**config.mk**
```make
export PLATFORM = sky130hd
export DESIGN_NAME = pipe_stage_buf
export DESIGN_NICKNAME = d
export VERILOG_FILES = /design/src/rtl/pipe_pkg.sv /design/src/rtl/pipe_entry_reg.sv /design/src/rtl/pipe_stage_buf.sv
export SDC_FILE = /design/constraint.sdc
export NUM_CORES = 1
export LEC_CHECK = 0
export CAP_MARGIN = 25
export CORE_MARGIN = 10
export CORE_UTILIZATION = 35
export DETAILED_ROUTE_END_ITERATION = 8
export SYNTH_ARGS = -nofsm -noshare
export SYNTH_HDL_FRONTEND = slang
export SYNTH_SLANG_ARGS = --single-unit
```
**constraint.sdc**
```tcl
create_clock -name clk_i -period 7.16 [get_ports clk_i]
set_input_delay 1.074 -clock clk_i [delete_from_list [all_inputs] [get_ports clk_i]]
set_output_delay 1.074 -clock clk_i [all_outputs]
set_load 0.01 [all_outputs]
```
**src/rtl/pipe_pkg.sv**
```systemverilog
// Shared definitions for the generic pipeline-stage buffer: occupancy states and
// the bit layout of the stage control word used by the CPU pipeline registers.
package pipe_pkg;

    typedef enum logic [1:0] {
        ST_EMPTY = 2'd0,
        ST_ONE   = 2'd1,
        ST_TWO   = 2'd2
    } state_e;

    // Control word field offsets shared by IF/ID, ID/EX, EX/MEM and MEM/WB.
    localparam int unsigned CTRL_REGWRITE  = 0;
    localparam int unsigned CTRL_MEMREAD   = 1;
    localparam int unsigned CTRL_MEMWRITE  = 2;
    localparam int unsigned CTRL_ALUOP_LSB = 3;
    localparam int unsigned CTRL_ALUOP_W   = 4;

endpackage

```
**src/rtl/pipe_entry_reg.sv**
```systemverilog
// One payload+control storage slot of a pipeline stage, with load/clear and a
// selectable active clock edge. Clear always zeroes control; data only when CLEAR_DATA.
module pipe_entry_reg #(
    parameter int unsigned DATA_W     = 64,
    parameter int unsigned CTRL_W     = 16,
    parameter bit          NEG_EDGE   = 1'b1,
    parameter bit          CLEAR_DATA = 1'b1
) (
    input  logic              clk_i,
    input  logic              rst_ni,
    input  logic              load_i,
    input  logic              clear_i,
    input  logic [DATA_W-1:0] data_i,
    input  logic [CTRL_W-1:0] ctrl_i,
    output logic [DATA_W-1:0] data_o,
    output logic [CTRL_W-1:0] ctrl_o
);

    logic              activeClk;
    logic [DATA_W-1:0] data_q, data_d;
    logic [CTRL_W-1:0] ctrl_q, ctrl_d;

    if (NEG_EDGE) begin : g_neg
        assign activeClk = ~clk_i;
    end else begin : g_pos
        assign activeClk = clk_i;
    end

    always_comb begin
        data_d = data_q;
        ctrl_d = ctrl_q;
        if (clear_i) begin
            ctrl_d = '0;
            if (CLEAR_DATA) data_d = '0;
        end else if (load_i) begin
            data_d = data_i;
            ctrl_d = ctrl_i;
        end
    end

    always_ff @(posedge activeClk or negedge rst_ni) begin
        if (!rst_ni) begin
            data_q <= '0;
            ctrl_q <= '0;
        end else begin
            data_q <= data_d;
            ctrl_q <= ctrl_d;
        end
    end

    assign data_o = data_q;
    assign ctrl_o = ctrl_q;

endmodule

```
**src/rtl/pipe_stage_buf.sv**
```systemverilog
// Generic pipeline-stage register with valid/ready handshake, stall, flush-to-bubble
// and an optional second (skid) entry; also counts valid entries discarded by flush.
module pipe_stage_buf
    import pipe_pkg::*;
#(
    parameter int unsigned DATA_W     = 64,
    parameter int unsigned CTRL_W     = 16,
    parameter int unsigned DEPTH      = 2,
    parameter bit          FLUSH_DATA = 1'b1,
    parameter bit          NEG_EDGE   = 1'b1,
    parameter int unsigned CNT_W      = 16
) (
    input  logic              clk_i,
    input  logic              rst_ni,
    input  logic              flush_i,
    input  logic              stall_i,
    input  logic              in_valid_i,
    output logic              in_ready_o,
    input  logic [DATA_W-1:0] in_data_i,
    input  logic [CTRL_W-1:0] in_ctrl_i,
    output logic              out_valid_o,
    input  logic              out_ready_i,
    output logic [DATA_W-1:0] out_data_o,
    output logic [CTRL_W-1:0] out_ctrl_o,
    output logic [1:0]        occ_o,
    output logic [CNT_W-1:0]  drop_cnt_o
);

    state_e            state_q, state_d;
    logic              initDone_q;
    logic [CNT_W-1:0]  drop_q, drop_d;
    logic [CNT_W:0]    dropSum;
    logic              activeClk;
    logic              outValid, inReady, acc, pop;
    logic              headLoad;
    logic [1:0]        occ;
    logic [DATA_W-1:0] headDataD, headData, skidData;
    logic [CTRL_W-1:0] headCtrlD, headCtrl, skidCtrl;

    if (NEG_EDGE) begin : g_neg
        assign activeClk = ~clk_i;
    end else begin : g_pos
        assign activeClk = clk_i;
    end

    assign occ      = state_q;
    assign outValid = (state_q != ST_EMPTY);
    assign pop      = outValid & out_ready_i & ~stall_i;
    assign acc      = in_valid_i & inReady;

    // Single-entry stage must see the downstream pop to stream at full rate;
    // the skid variant only looks at its own state so there is no comb path.
    if (DEPTH == 1) begin : g_ready_comb
        assign inReady = initDone_q & (~outValid | (out_ready_i & ~stall_i));
    end else begin : g_ready_reg
        assign inReady = initDone_q & (state_q != ST_TWO);
    end

    always_comb begin
        state_d  = state_q;
        headLoad = 1'b0;
        if (flush_i) begin
            state_d = ST_EMPTY;
        end else begin
            case (state_q)
                ST_EMPTY: begin
                    if (acc) begin
                        state_d  = ST_ONE;
                        headLoad = 1'b1;
                    end
                end
                ST_ONE: begin
                    if (acc && pop) begin
                        headLoad = 1'b1;
                    end else if (acc) begin
                        state_d = ST_TWO;
                    end else if (pop) begin
                        state_d = ST_EMPTY;
                    end
                end
                ST_TWO: begin
                    if (pop) begin
                        state_d  = ST_ONE;
                        headLoad = 1'b1;
                    end
                end
                default: state_d = ST_EMPTY;
            endcase
        end
    end

    assign headDataD = (state_q == ST_TWO) ? skidData : in_data_i;
    assign headCtrlD = (state_q == ST_TWO) ? skidCtrl : in_ctrl_i;

    pipe_entry_reg #(
        .DATA_W    (DATA_W),
        .CTRL_W    (CTRL_W),
        .NEG_EDGE  (NEG_EDGE),
        .CLEAR_DATA(FLUSH_DATA)
    ) u_head (
        .clk_i  (clk_i),
        .rst_ni (rst_ni),
        .load_i (headLoad),
        .clear_i(flush_i),
        .data_i (headDataD),
        .ctrl_i (headCtrlD),
        .data_o (headData),
        .ctrl_o (headCtrl)
    );

    if (DEPTH == 2) begin : g_skid
        logic skidLoad;
        assign skidLoad = ~flush_i & (state_q == ST_ONE) & acc & ~pop;

        pipe_entry_reg #(
            .DATA_W    (DATA_W),
            .CTRL_W    (CTRL_W),
            .NEG_EDGE  (NEG_EDGE),
            .CLEAR_DATA(FLUSH_DATA)
        ) u_skid (
            .clk_i  (clk_i),
            .rst_ni (rst_ni),
            .load_i (skidLoad),
            .clear_i(flush_i),
            .data_i (in_data_i),
            .ctrl_i (in_ctrl_i),
            .data_o (skidData),
            .ctrl_o (skidCtrl)
        );
    end else begin : g_no_skid
        assign skidData = '0;
        assign skidCtrl = '0;
    end

    // A flush discards every held entry plus the one being accepted that edge.
    always_comb begin
        dropSum = {1'b0, drop_q} + (CNT_W+1)'(occ) + (CNT_W+1)'(acc);
        drop_d  = drop_q;
        if (flush_i) begin
            drop_d = dropSum[CNT_W] ? '1 : dropSum[CNT_W-1:0];
        end
    end

    always_ff @(posedge activeClk or negedge rst_ni) begin
        if (!rst_ni) begin
            state_q    <= ST_EMPTY;
            initDone_q <= 1'b0;
            drop_q     <= '0;
        end else begin
            state_q    <= state_d;
            initDone_q <= 1'b1;
            drop_q     <= drop_d;
        end
    end

    assign in_ready_o  = inReady;
    assign out_valid_o = outValid;
    assign out_data_o  = headData;
    assign out_ctrl_o  = outValid ? headCtrl : '0;
    assign occ_o       = occ;
    assign drop_cnt_o  = drop_q;

endmodule

```
==> impl_metrics.csv <==
group,metric,value,unit
die,start_util,0.358,
die,boundaryPins,186,
clocking,clock_path_buffers,2,
synthesis,post_synth.cell_area_avg,9.09,um^2
sta,setup_violations,0,
global_route,initial_antenna_violation_count,0,
finish,n_antenna_cell,0,
finish,nFillCells,2283,
finish,ff_latch_area,4480,um^2
die,core-area,23600,um^2
pwr,p_int,0.00180,W
synthesis,synth_seq_area_share,0.530,
pwr,pwr-share-comb,0.159,
critical_path,cp_data_arrival_time,5.73,ns
clocking,clock_sinks,179,
routing,num_vias,7194,
clocking,cts_resized,0,
global_route,first_global_vias,7245,
routing,route.detailed.drc,0,
routing,vias_per_cell,5.15,
global_route,grt_util_all_layers,0.163,
synthesis,syn-cell-area,8450,um^2
pwr,worst_ir_drop_vdd,0.131,mV
status,status,"completed",
finish,syn_to_final_growth,32.4,%
synthesis,synth_top_flop_cell,"sky130_fd_sc_hd__dfrtn_1",
place,detailed_place_hpwl,14800,um
pwr,seqPwrFrac,0.458,
clocking,clockRootBuffer,"sky130_fd_sc_hd__clkbuf_16",
finish,final_net_count,1157,
clocking,post-cts-setup-buffers,0,
min_path,min_path_type,"reg2reg",
critical_path,setup.worst_path.end_class,"primary output",
place,routability_driven_placement_congestion_ratio,0.761,
pwr,share_clk_of_total_power,0.383,
sta,hold_slack,0.459,ns
clocking,clock_latency,0.40,ns
clocking,ctsHoldBuffers,0,
sta,finalClockSkew,0.00865,ns
synthesis,fraction_of_synthesis_flops_using_an_asynchronous_set_or_reset_pin,1.00,
pwr,leakagePower,4.55,nW
routing,antenna_violating_nets_post_route,0,
sta,max_slew_margin,0.311,
critical_path,nature_of_the_critical_path_startpoint,"flip-flop",
run,maxCapViolations,0,
synthesis,post_synth_most_frequent_cells,"sky130_fd_sc_hd__nand2_1, sky130_fd_sc_hd__dfrtn_1, sky130_fd_sc_hd__o21ai_0",
synthesis,netlist_instances,929,
min_path,worstHoldPathCells,1,
finish,finalCoreUtilization,0.473,
die,die_boundary_width,175,um
synthesis,synthDominantCellAreaShare,0.530,
synthesis,syn_nets,1018,
clocking,cts_made_buffers,17,
routing,dr.first_iter.drc_count,496,
finish,drive_gt1_frac,0.0575,
sta,drv_slew,0,
routing,drt_wl_total,25100,um
sta,setup_total_negative_slack,0,ns
die,core.rowCount,56,
die,dieArea,30700,um^2
synthesis,synth-edff-count,0,
critical_path,r2r.worst_path.cells,9,
global_route,grt_remaining_overflow,0,
clocking,clkTransAtPathRegs,0.05,ns
critical_path,crit_required,6.09,ns
synthesis,synth_top_area_cell,"sky130_fd_sc_hd__dfrtn_1",
synthesis,synth_warnings,0,
routing,drt-pass1-iter-count,4,
place,numPortBuffers,185,
synthesis,synth_top_cells_by_area,"sky130_fd_sc_hd__dfrtn_1, sky130_fd_sc_hd__nand2_1, sky130_fd_sc_hd__a311oi_1",
synthesis,synth-seq-cells,179,
clocking,tritoncts,"built",
synthesis,top_count_cell_post_synth,"sky130_fd_sc_hd__nand2_1",
clocking,ctsHtreeMaxLevel,4,
critical_path,path_max_fanout,17,
pwr,power.switching_fraction,0.271,
critical_path,timing_worst_setup_path_type,"reg2out",
global_route,grt_max_degree,89,
finish,multi_input_comb_area,3620,um^2
synthesis,synth_cell_types,43,
routing,routedWlPerCell,18.0,um
global_route,grt_pass1_wl,40900,um
sta,rsz0062_at_grt,"false",
pwr,power.density_cell_area,221,nW/um^2
sta,worst_slack,0.358,ns
die,dieHeight,175,um
sta,worst-slew-pin-transition,1.03,ns
sta,number_of_hold_violations_in_the_final_report,0,
pwr,power.net_switching,0.000669,W
place,minimum_setup_slack_after_placement,0.0423,ns
critical path, stage by stage (launching register included):
cell and delay, ns:
sky130_fd_sc_hd__dfrtn_1 0.67, sky130_fd_sc_hd__nor2_1 0.09, sky130_fd_sc_hd__buf_4 0.22, sky130_fd_sc_hd__nor2b_1 0.20, sky130_fd_sc_hd__clkdlybuf4s50_1 0.57
worst paths after layout:
path                                from                  endpoint  slack, ns
setup / recovery                occ_o[0]            out_ctrl_o[15]       0.36
hold / removal             drop_cnt_o[6]             drop_cnt_o[6]       0.46
setup reg to reg                occ_o[0]             drop_cnt_o[8]       3.87
hold reg to reg            drop_cnt_o[6]             drop_cnt_o[6]       0.46
max in group asynchronous         rst_ni  g_skid.u_skid.data_o[45]       2.24
min in group asynchronous         rst_ni          u_head.ctrl_o[9]       4.11
cell usage in the layout (no fill, tap or decap), types with 2 or more instances in the layout:
| cell type | n |
|---|---|
| sky130_fd_sc_hd__buf_12 | 8 |
| sky130_fd_sc_hd__nand3_1 | 7 |
| sky130_fd_sc_hd__clkbuf_16 | 17 |
| sky130_fd_sc_hd__nand2b_1 | 82 |
| sky130_fd_sc_hd__clkinv_4 | 2 |
| sky130_fd_sc_hd__mux2_2 | 2 |
| sky130_fd_sc_hd__clkinvlp_4 | 3 |
| sky130_fd_sc_hd__nand2_1 | 247 |
| sky130_fd_sc_hd__buf_4 | 7 |
| sky130_fd_sc_hd__nor2_1 | 9 |
| sky130_fd_sc_hd__nand2b_4 | 2 |
| sky130_fd_sc_hd__inv_1 | 5 |
| sky130_fd_sc_hd__a311oi_1 | 80 |
| sky130_fd_sc_hd__and3_1 | 5 |
| sky130_fd_sc_hd__nand4_1 | 3 |
| sky130_fd_sc_hd__bufinv_16 | 2 |
| sky130_fd_sc_hd__nor3_1 | 81 |
| sky130_fd_sc_hd__nor2b_1 | 19 |
| sky130_fd_sc_hd__dfrtn_1 | 179 |
| sky130_fd_sc_hd__a31oi_1 | 6 |
| sky130_fd_sc_hd__clkdlybuf4s50_1 | 183 |
| sky130_fd_sc_hd__o21ai_0 | 85 |
| sky130_fd_sc_hd__inv_6 | 5 |
| sky130_fd_sc_hd__a21oi_1 | 14 |
| sky130_fd_sc_hd__nor2_4 | 2 |
| sky130_fd_sc_hd__fa_1 | 2 |
registers in the layout, indices dropped and copies added (netlist names):
signal and count:
drop_cnt_o 16, g_skid.u_skid.ctrl_o 16, g_skid.u_skid.data_o 64, initDone_q 1, occ_o 2, u_head.ctrl_o 16
u_head.data_o 64
power by group through the flow:
| stage | sequential [W] | combinational [W] | clock [W] |
|---|---|---|---|
| CTS | 0.00113 | 0.000400 | 0.000969 |
| finish | 0.00113 | 0.000392 | 0.000944 |
| floorplan | 0.00116 | 0.000155 | 0 |
| global route | 0.00114 | 0.000435 | 0.00101 |
| detailed placement | 0.00115 | 0.000399 | 0 |
| global placement | 0.00115 | 0.000397 | 0 |
kinds of logic after synthesis:
kind of cell | count (synthesis) | share of synthesized area
AND/OR/NAND/NOR | 466 | 0.263
buffers and inverters | 86 | 0.0433
flip-flops | 179 | 0.530
XOR/XNOR | 1 | 0.00104
AO/OA/AOI/OAI | 189 | 0.151
adder cells (fa/ha/maj) | 3 | 0.00622
multiplexers | 4 | 0.00518
other | 1 | 0.000444
layer usage:
layer / track usage / vias to the layer above / wire length [um]
met4: 0.0413 / 0 / 168
met3: 0.0523 / 10 / 1770
met5: 0 / - / 0
met2: 0.246 / 190 / 11300
li1: - / 3483 / -
met1: 0.220 / 3511 / 11900
through the flow:
stage / total power [W] / instances / area [um^2]
after floorplan: 0.00131 / 929 / 8450
after global placement: 0.00154 / 1367 / 10600
after detailed placement: 0.00155 / 1367 / 10600
after CTS: 0.00250 / 1397 / 11200
after global routing: 0.00258 / 1398 / 11200
final: 0.00247 / 1398 / 11200
area by class of cell:
class                      instances  share of cell area
multi-input combinational        664               0.324
clock buffer                      17              0.0381
timing repair buffer             200               0.186
sequential                       179               0.401
inverter                           6             0.00201
clock inverter                    13              0.0133
tap                              319              0.0357
Power figures use the tool's default switching activity.
